## src/rtl/m_nibble_serial_adder.sv

```systemverilog
// Nibble-serial adder: sequences a W-bit addition through an external 4-bit
// ripple adder, one nibble per clock, least-significant nibble first.
module m_nibble_serial_adder #(
    parameter  int NIBBLES = 4,
    localparam int W       = 4 * NIBBLES,
    localparam int IDXW    = (NIBBLES > 1) ? $clog2(NIBBLES) : 1
) (
    input  logic         clk,
    input  logic         rst,
    input  logic         start,
    input  logic [W-1:0] A,
    input  logic [W-1:0] B,
    input  logic         Cin,
    output logic         busy,
    output logic         done,
    output logic [W-1:0] S,
    output logic         Cout,
    output logic [3:0]   ADD_A,
    output logic [3:0]   ADD_B,
    output logic         ADD_CIN,
    input  logic [3:0]   ADD_S,
    input  logic         ADD_COUT
);

    typedef enum logic [1:0] {
        IDLE = 2'd0,
        RUN  = 2'd1,
        DONE = 2'd2
    } state_t;

    localparam logic [IDXW-1:0] LAST_IDX = IDXW'(NIBBLES - 1);

    state_t          state_q, state_d;
    logic [IDXW-1:0] idx_q, idx_d;
    logic            carry_q, carry_d;
    logic [W-1:0]    a_q, a_d;
    logic [W-1:0]    b_q, b_d;
    logic [W-1:0]    s_q, s_d;
    logic            cout_q, cout_d;

    // Bit offset of the nibble currently being summed.
    logic [IDXW+1:0] nib_base;
    assign nib_base = {idx_q, 2'b00};

    // NOTE: sequential state uses non-blocking assignments so every flop
    // samples the pre-edge value of its neighbours, independent of order.
    always_ff @(posedge clk) begin
        if (rst) begin
            state_q <= IDLE;
            idx_q   <= '0;
            carry_q <= 1'b0;
            a_q     <= '0;
            b_q     <= '0;
            s_q     <= '0;
            cout_q  <= 1'b0;
        end else begin
            state_q <= state_d;
            idx_q   <= idx_d;
            carry_q <= carry_d;
            a_q     <= a_d;
            b_q     <= b_d;
            s_q     <= s_d;
            cout_q  <= cout_d;
        end
    end

    // NOTE: every combinational output gets a default first, so no path
    // through the case statement can leave a latch behind.
    always_comb begin
        state_d = state_q;
        unique case (state_q)
            IDLE:    if (start) state_d = RUN;
            RUN:     if (idx_q == LAST_IDX) state_d = DONE;
            DONE:    state_d = IDLE;
            default: state_d = IDLE;
        endcase
    end

    always_comb begin
        idx_d   = idx_q;
        carry_d = carry_q;
        a_d     = a_q;
        b_d     = b_q;
        s_d     = s_q;
        cout_d  = cout_q;
        unique case (state_q)
            IDLE: begin
                if (start) begin
                    a_d     = A;
                    b_d     = B;
                    carry_d = Cin;
                    idx_d   = '0;
                    s_d     = '0;
                    cout_d  = 1'b0;
                end
            end
            RUN: begin
                s_d[nib_base +: 4] = ADD_S;
                carry_d            = ADD_COUT;
                if (idx_q == LAST_IDX) begin
                    cout_d = ADD_COUT;
                    idx_d  = '0;
                end else begin
                    idx_d = idx_q + IDXW'(1);
                end
            end
            default: ;
        endcase
    end

    always_comb begin
        busy    = (state_q != IDLE);
        done    = (state_q == DONE);
        ADD_A   = 4'h0;
        ADD_B   = 4'h0;
        ADD_CIN = 1'b0;
        if (state_q == RUN) begin
            ADD_A   = a_q[nib_base +: 4];
            ADD_B   = b_q[nib_base +: 4];
            ADD_CIN = carry_q;
        end
    end

    assign S    = s_q;
    assign Cout = cout_q;

endmodule

```

## config.mk

```make
export PLATFORM = sky130hd
export DESIGN_NAME = m_nibble_serial_adder
export DESIGN_NICKNAME = d
export VERILOG_FILES = /design/src/rtl/m_nibble_serial_adder.sv
export SDC_FILE = /design/constraint.sdc
export NUM_CORES = 1
export LEC_CHECK = 0
export ABC_AREA = 0
export CAP_MARGIN = 20
export CORE_AREA = 2 2 99 92
export DETAILED_ROUTE_END_ITERATION = 12
export DIE_AREA = 0 0 101 94
export PLACE_DENSITY_LB_ADDON = 0.05
export SYNTH_ARGS = -nofsm -noshare
export SYNTH_HDL_FRONTEND = slang
export SYNTH_SLANG_ARGS = --single-unit
```

## constraint.sdc

```tcl
create_clock -name clk -period 1.81 [get_ports clk]
set_clock_uncertainty 0.2 [all_clocks]
set_input_delay 0.362 -clock clk [delete_from_list [all_inputs] [get_ports clk]]
set_output_delay 0.362 -clock clk [all_outputs]
set_load 0.01 [all_outputs]
```

==> Word-level counts from Yosys, hierarchy flattened <==
Cells that the tools add are included.
{ "totals": {"word_cells": 42, "reg_bits": 54} }
{ "classes": {"n_eq_ne": 5, "n_reduce_logical": 7, "n_mux": 17, "n_shift": 4, "add_sub_neg": 2} }
{ "ops": {"columns": ["operator", "count"], "rows": [
  ["one-hot mux 16 bit (2 select lines)", 1],
  ["indexed part select 16 x 5 -> 4 bit", 2],
  ["bitwise mux 16 bit", 1],
  ["two-way mux 16 bit", 1],
  ["variable shift 4 x 6 -> 16 bit, first input constant", 1],
  ["indexed part select 4 x 6 -> 16 bit", 1],
  ["two-way mux 2 bit", 4],
  ["two-way mux 4 bit", 2],
  ["one-hot mux 2 bit (2 select lines)", 2],
  ["negation 4 -> 6 bit", 1],
  ["AND reduction 2 bit", 3],
  ["equality test 2 bit, second input constant", 2],
  ["two-way mux 1 bit", 4],
  ["!= test 2 bit, second input constant", 2],
  ["one-hot mux 1 bit (2 select lines)", 2],
  ["nonzero test 2 bit", 2],
  ["AND reduction 3 bit", 1],
  ["adder 2 x 1 -> 2 bit, second input constant", 1],
  ["equality test 2 x 1 -> 1 bit, second input constant", 1],
  ["zero test 2 bit", 1]
]} }

==> Logic depth before layout (Yosys ltp) <==
Gate-level depths: netlist of run 1.
{ "depth": {"depth_word": 4, "mapped_depth": 6, "ltp_nobuf": 5} }

==> Least setup slack after synthesis of run 1 <==
No wires, ideal clock.
{ "synth_timing": {"path_kind": "reg2reg", "startpoint": "reg idx_q[1]", "endpoint": "reg s_q[11], in the netlist S[11]", "period_less_slack_ns": 1.965, "stages_incl_launch_ff": 7, "slack_ns": -0.155, "t_required_ns": 1.550, "arrival_time_ns": 1.706, "cell_sequence": "dfxtp_1 > clkbuf_1 > inv_1 > ha_1 > nand4b_1 > nor4_2 > a22o_1"} }
{ "synth_between": {"elab_chain_len": 4} }
{ "synth_lines": {"columns": ["item", "line", "rtl"], "rows": [
  ["start, declared", "34", "logic [IDXW-1:0] idx_q, idx_d;"],
  ["start signal, assigned", "58", "idx_q <= idx_d;"],
  ["negation 4 -> 6 bit *", "98", "s_d[nib_base +: 4] = ADD_S;"],
  ["indexed part select 4 x 6 -> 16 bit or variable shift 4 x 6 -> 16 bit (tied branches)", "98", null],
  ["bitwise mux 16 bit *", "98", null],
  ["one-hot mux 16 bit (2 select lines) *", "86", "unique case (state_q)"],
  ["end signal, assigned", "54", "s_q <= '0;"],
  ["end signal, assigned", "62", "s_q <= s_d;"],
  ["end, declared", "38", "logic [W-1:0] s_q, s_d;"]
]} }
Mark *: on every way between the ends. The rest lies on a longest branch, timed or not.
A chain may end at the register's enable or synchronous reset.

==> Final worst setup path of run 1 <==
{ "layout_timing": {"startpoint": "reg idx_q[0]", "endpoint": "out ADD_A[1]"} }
{ "layout_between": {"elab_chain_len": 2} }
{ "layout_lines": {"columns": ["item", "line", "rtl"], "rows": [
  ["indexed part select 16 x 5 -> 4 bit", "118", "ADD_A = a_q[nib_base +: 4];"],
  ["two-way mux 4 bit", "117", "if (state_q == RUN) begin"],
  ["end, declared", "18", "output logic [3:0] ADD_A,"]
]} }
No other way between the ends.

==> results of run 1 <==
state kept, by name, indices dropped and copies added (netlist names):
| signal | count |
|---|---|
| S | 16 |
| Cout | 1 |
| carry_q | 1 |
| a_q | 16 |
| b_q | 16 |
| idx_q | 2 |
| state_q | 2 |
per-stage QoR:
stage / hold WS, ns / setup slack (ns) / total power [mW] / area (um^2) / instances
3_3_place_gp: 0.241 / -0.397 / 1.77 / 3430 / 440
6_report: 0.258 / -0.362 / 2.51 / 3830 / 466
5_1_grt: 0.275 / -0.426 / 2.63 / 3830 / 466
2_1_floorplan: 0.232 / 0.00289 / 1.55 / 2480 / 256
3_5_place_dp: 0.245 / -0.398 / 1.77 / 3430 / 440
4_1_cts: 0.261 / -0.381 / 2.47 / 3600 / 455
layer usage:
metal,GRT usage (%),share of wire (%),vias up
met5,0,0,-
met4,3.38,1.0,0
met3,2.98,4.1,6
met2,21.7,44,45
met1,19.6,50,972
li1,-,-,1096
worst max-delay path, stage by stage (launching register included):
cell,delay [ns]
dfxtp_4,0.37
buf_6,0.09
buf_6,0.09
mux4_2,0.48
and2_4,0.15
buf_6,0.11
kinds of logic after synthesis:
group                      synth area share [%]
AOI/OAI and AO/OA                          15.3
buffers and inverters                      6.64
muxes                                      10.1
and+or+nand+nor                            21.1
adders and majority gates                  3.04
DFF                                        43.8
placed cells by master, fill, tap and decap left out, types with 2 or more instances in the layout:
cell type	n
nand2_1	68
clkdlybuf4s50_1	54
dfxtp_1	50
buf_4	35
a21oi_1	34
buf_6	16
a22o_1	15
mux4_2	8
nor2b_1	5
and2_4	5
ha_4	5
clkbuf_8	5
buf_2	5
buf_12	4
and2_1	3
nor2_1	3
a21oi_2	3
inv_1	2
mux2_4	2
nor4_4	2
mux2_2	2
nor4b_4	2
nand3_1	2
a21oi_4	2
dfxtp_4	2
dlymetal6s2s_1	2
dfxtp_2	2
final cells by class:
type / instances / share of cell area, %
inverter: 4 / 0.588
tap: 102 / 3.33
timing repair buffer: 118 / 29.6
clock inverter: 2 / 0.359
multi-input combinational: 180 / 35.7
clock buffer: 6 / 1.89
sequential: 54 / 28.5
final timing paths:
kind | start | endpoint | slack (ns) | cells after the start
setup reg to reg | idx_q[0] | S[11] | -0.22 | 9
hold reg to reg | a_q[10] | a_q[10] | 0.26 | 2
hold / removal | a_q[10] | a_q[10] | 0.26 | 2
setup / recovery | idx_q[0] | ADD_A[1] | -0.36 | 5
report_power, final:
group	leakage, nW	switching (mW)	internal, mW
registers	0.443	0.0274	1.24
clock network	0.0452	0.400	0.274
logic	1.02	0.241	0.325
total	1.51	0.668	1.84
repair_timing:
item / 4_1_cts / 5_1_grt
setup endpoints to repair: 14 / 31
buffers inserted: 7 / 13
gates resized for setup: 68 / 37
endpoints found under the hold margin: 0 / 0
pin swaps: 15 / 18
==> flow_summary.toml, run 1 <==
[status]
status = "complete, but fails checks"
violations = "negative setup slack"

[die]
die_w_um = 101
coreArea_um2 = 8410
dieArea_um2 = 9490
core.rowCount = 32
initial_core_util_pct = 29.4
io_pins = 69
die-height_um = 94

[global_routing]
grt_pass1_wl_mm = 10.4
antenna_found_initial = 0
grt_max_degree = 35
grt_usage_pct = 13.9
grt_pass1_vias = 2124
grt_overflow = 0

[logic_synthesis]
async_flop_share_pct = 0
yosysTopAreaCellShare_pct = 43.8
syn_avg_cell_area_um2 = 9.64
synth_top_area_cell = "dfxtp_1"
synth_most_common_cell = "nand2_1"
synth_flop_cell = "dfxtp_1"
synth-seq-cells = 54
synth_nets = 303
ys_seq_area_share_pct = 43.8
ys_types = 40
synthTopCellsByArea = "dfxtp_1 (44%), nand2_1 (10%), a21oi_1 (7.3%), a22o_1 (5.3%), mux4_2 (4.6%)"
synth_edf_count = 0
synth_area_um2 = 2470
synth_common_cells = "nand2_1 (68), dfxtp_1 (54), a21oi_1 (36)"
synth_warnings = 0
syn_inst = 256

[clocking]
cts.sinks = 54
root_buffer = "clkbuf_8"
path_clk_slew_ns = 0.10
cts_tree = "built"
htreeDepth = 2
cts_buffers = 5
holdBufCountCts = 0
cts_buffer_depth = 2
clk_latency_ns = 0.30

[worst_setup_path]
arrival_ns = 1.61
crit_type = "reg -> out"
crit_fanout = 2
critPathCaptureType = "output pin"
crit_required_ns = 1.25
critPathLaunchType = "flip-flop"

[timing]
fin_tns_setup_ns = -4.43
worst_pin_slew_ns = 0.331
min_period_ns = 2.17
fin_crit_sh_pct = 120
max_freq_mhz = 460
setup_slack_ns = -0.362
max_slew_margin_pct = 77.9
slew_violations = 0
setup_violations = 25
rsz0062_at_grt = "true"
hold_viol = 0

[final_layout]
final_util_pct = 45.6
diodes = 0
layout.nets = 410
syn_to_final_growth_pct = 55.1
regArea_um2 = 1090
multiInputGateArea_um2 = 1370
n_fill_cell = 835
drive_gt1_share_pct = 31.3

[worst_hold_path]
min_path_type = "reg -> reg"

[pwr]
leakagePower_nw = 1.51
vdd_drop_max_uv = 337
cellPowerDensity_nw_per_um2 = 655

[route]
vias_per_cell = 4.55
wl_per_cell_um = 14.1
dr.pass1.iters = 4
ant_nets = 0
wirelength_mm = 6.56
first_iter_violations = 52
drc = 0
num_vias = 2119

[flow_run]
drv_cap = 0

[placement]
hpwl_mm = 4.48
port_buffers = 68
place.gp.congestion = 0.749
(Power assumes the default switching activity.)
==> run 2, diff against run 1 <==
--- a/config.mk
+++ b/config.mk
@@ -11,6 +11,7 @@
 export DETAILED_ROUTE_END_ITERATION = 12
 export DIE_AREA = 0 0 101 94
 export PLACE_DENSITY_LB_ADDON = 0.05
+export SKIP_LAST_GASP = 1
 export SYNTH_ARGS = -nofsm -noshare
 export SYNTH_HDL_FRONTEND = slang
 export SYNTH_SLANG_ARGS = --single-unit
==> run 2 against run 1 <==
Against the previous run: the run still ends with negative setup slack left; clock power is essentially flat; sequential cell count is the same; utilization shrank 0.76 points; worst hold slack is essentially flat; via count is essentially flat; die area is the same; fmax is essentially flat; combinational power shrank 3%; largest power group unchanged; highest routed layer unchanged.
==> flow_summary.toml, run 2 (synthesis results as in run 1) <==
[status]
status = "complete, but fails checks"
violations = "negative setup slack"

[die]
core.rowCount = 32
dieArea_um2 = 9490
die-height_um = 94
die_w_um = 101
io_pins = 69
coreArea_um2 = 8410
initial_core_util_pct = 29.4

[global_routing]
grt_pass1_vias = 2097
grt_overflow = 0
grt_pass1_wl_mm = 10.3
grt_usage_pct = 13.8
grt_max_degree = 35
antenna_found_initial = 0

[worst_setup_path]
crit_required_ns = 1.25
critPathLaunchType = "flip-flop"
crit_type = "reg -> out"
r2r_end = "S[11]"
worstSetupStartpoint = "idx_q[0]"
arrival_ns = 1.61
rrSetupSlack_ns = -0.21
critPathCaptureType = "output pin"
timing.rr.start = "idx_q[0]"
ff2ff_path_depth = 9
crit_fanout = 2

[clocking]
cts.sinks = 54
htreeDepth = 2
clk_latency_ns = 0.30
root_buffer = "clkbuf_8"
cts_tree = "built"
holdBufCountCts = 0
path_clk_slew_ns = 0.10
cts_buffers = 5
cts_buffer_depth = 2

[final_layout]
diodes = 0
syn_to_final_growth_pct = 52.6
layout.nets = 408
multiInputGateArea_um2 = 1340
regArea_um2 = 1090
final_cell_mix = "nand2_1 (68), clkdlybuf4s50_1 (55), dfxtp_1 (50), a21oi_1 (34), buf_4 (34)"
final_cell_count_no_fill = 464
n_fill_cell = 842
final_util_pct = 44.8
layout_commonest_cell = "nand2_1"
drive_gt1_share_pct = 30.4

[timing]
max_freq_mhz = 460
worst_pin_slew_ns = 0.345
setup_violations = 25
hold_viol = 0
fin_crit_sh_pct = 120
slew_violations = 0
max_slew_margin_pct = 76.9
whs_ns = 0.258
setup_slack_ns = -0.362
rsz0062_at_grt = "true"
min_period_ns = 2.17

[worst_hold_path]
min_path_type = "reg -> reg"
hold-path-endpoint = "a_q[12]"
hold_depth = 2
min_from = "a_q[12]"

[route]
wirelength_mm = 6.52
first_iter_violations = 51
num_vias = 2120
vias_per_cell = 4.57
ant_nets = 0
drc = 0
dr.pass1.iters = 4
wl_per_cell_um = 14.0

[placement]
place.gp.congestion = 0.749
hpwl_mm = 4.48
port_buffers = 68
place_ws_ns = -0.398
place_inst = 440

[pwr]
vdd_drop_max_uv = 337
leakagePower_nw = 1.47
cellPowerDensity_nw_per_um2 = 662

[flow_run]
drv_cap = 0
[run 2: report_power, final]
part           total [mW]  internal (mW)  switching (mW)
sequential           1.27           1.24          0.0272
combinational       0.549          0.314           0.235
clock               0.676          0.274           0.401
total                2.49           1.83           0.664
[run 2: how the worst max path moves through the flow]
stage                           to  cells past startpoint
after CTS                 ADD_A[1]                      5
after detailed placement  ADD_B[3]                      4
after floorplan           ADD_A[0]                      3
after global routing      ADD_A[1]                      5
after global placement    ADD_A[3]                      4
final                     ADD_A[1]                      5
[run 2: timing repair]
| action | 4_1_cts | 5_1_grt |
|---|---|---|
| pin swaps | 11 | 18 |
| endpoints found under the setup margin | 14 | 29 |
| resized for setup | 57 | 37 |
| setup buffers | 7 | 11 |
| gates cloned | 0 | 0 |
[run 2: worst max-delay path, cell delays in order (launching register included)]
cell	delay, ns
dfxtp_4	0.37
buf_6	0.09
buf_6	0.09
mux4_2	0.48
and2_4	0.15
buf_6	0.11
[run 2: metal layers]
| metal | share of wire, % | routed length [um] | vias up | GRT usage, % |
|---|---|---|---|---|
| met5 | 0 | 0 | - | 0 |
| met4 | 1.4 | 91 | 0 | 3.38 |
| met3 | 5.2 | 336 | 8 | 2.98 |
| met2 | 44 | 2850 | 53 | 21.4 |
| met1 | 50 | 3240 | 970 | 19.6 |
| li1 | - | - | 1089 | - |
[run 2: area by class of cell]
cell class / instances / area share, %
multi-input cells: 180 / 35.6
repair buffers: 116 / 29.1
flip-flops and latches: 54 / 29.0
well taps: 102 / 3.39
clock buffers: 6 / 1.93
inverters: 4 / 0.598
clock inverters: 2 / 0.365
[run 2: stage by stage]
| stage | setup TNS [ns] | total power, mW | cell area [um^2] |
|---|---|---|---|
| global placement | -8.11 | 1.77 | 3430 |
| global route | -6.86 | 2.61 | 3770 |
| CTS | -3.90 | 2.46 | 3550 |
| floorplan | 0 | 1.55 | 2480 |
| detailed placement | -7.90 | 1.77 | 3430 |
| finish | -4.93 | 2.49 | 3770 |
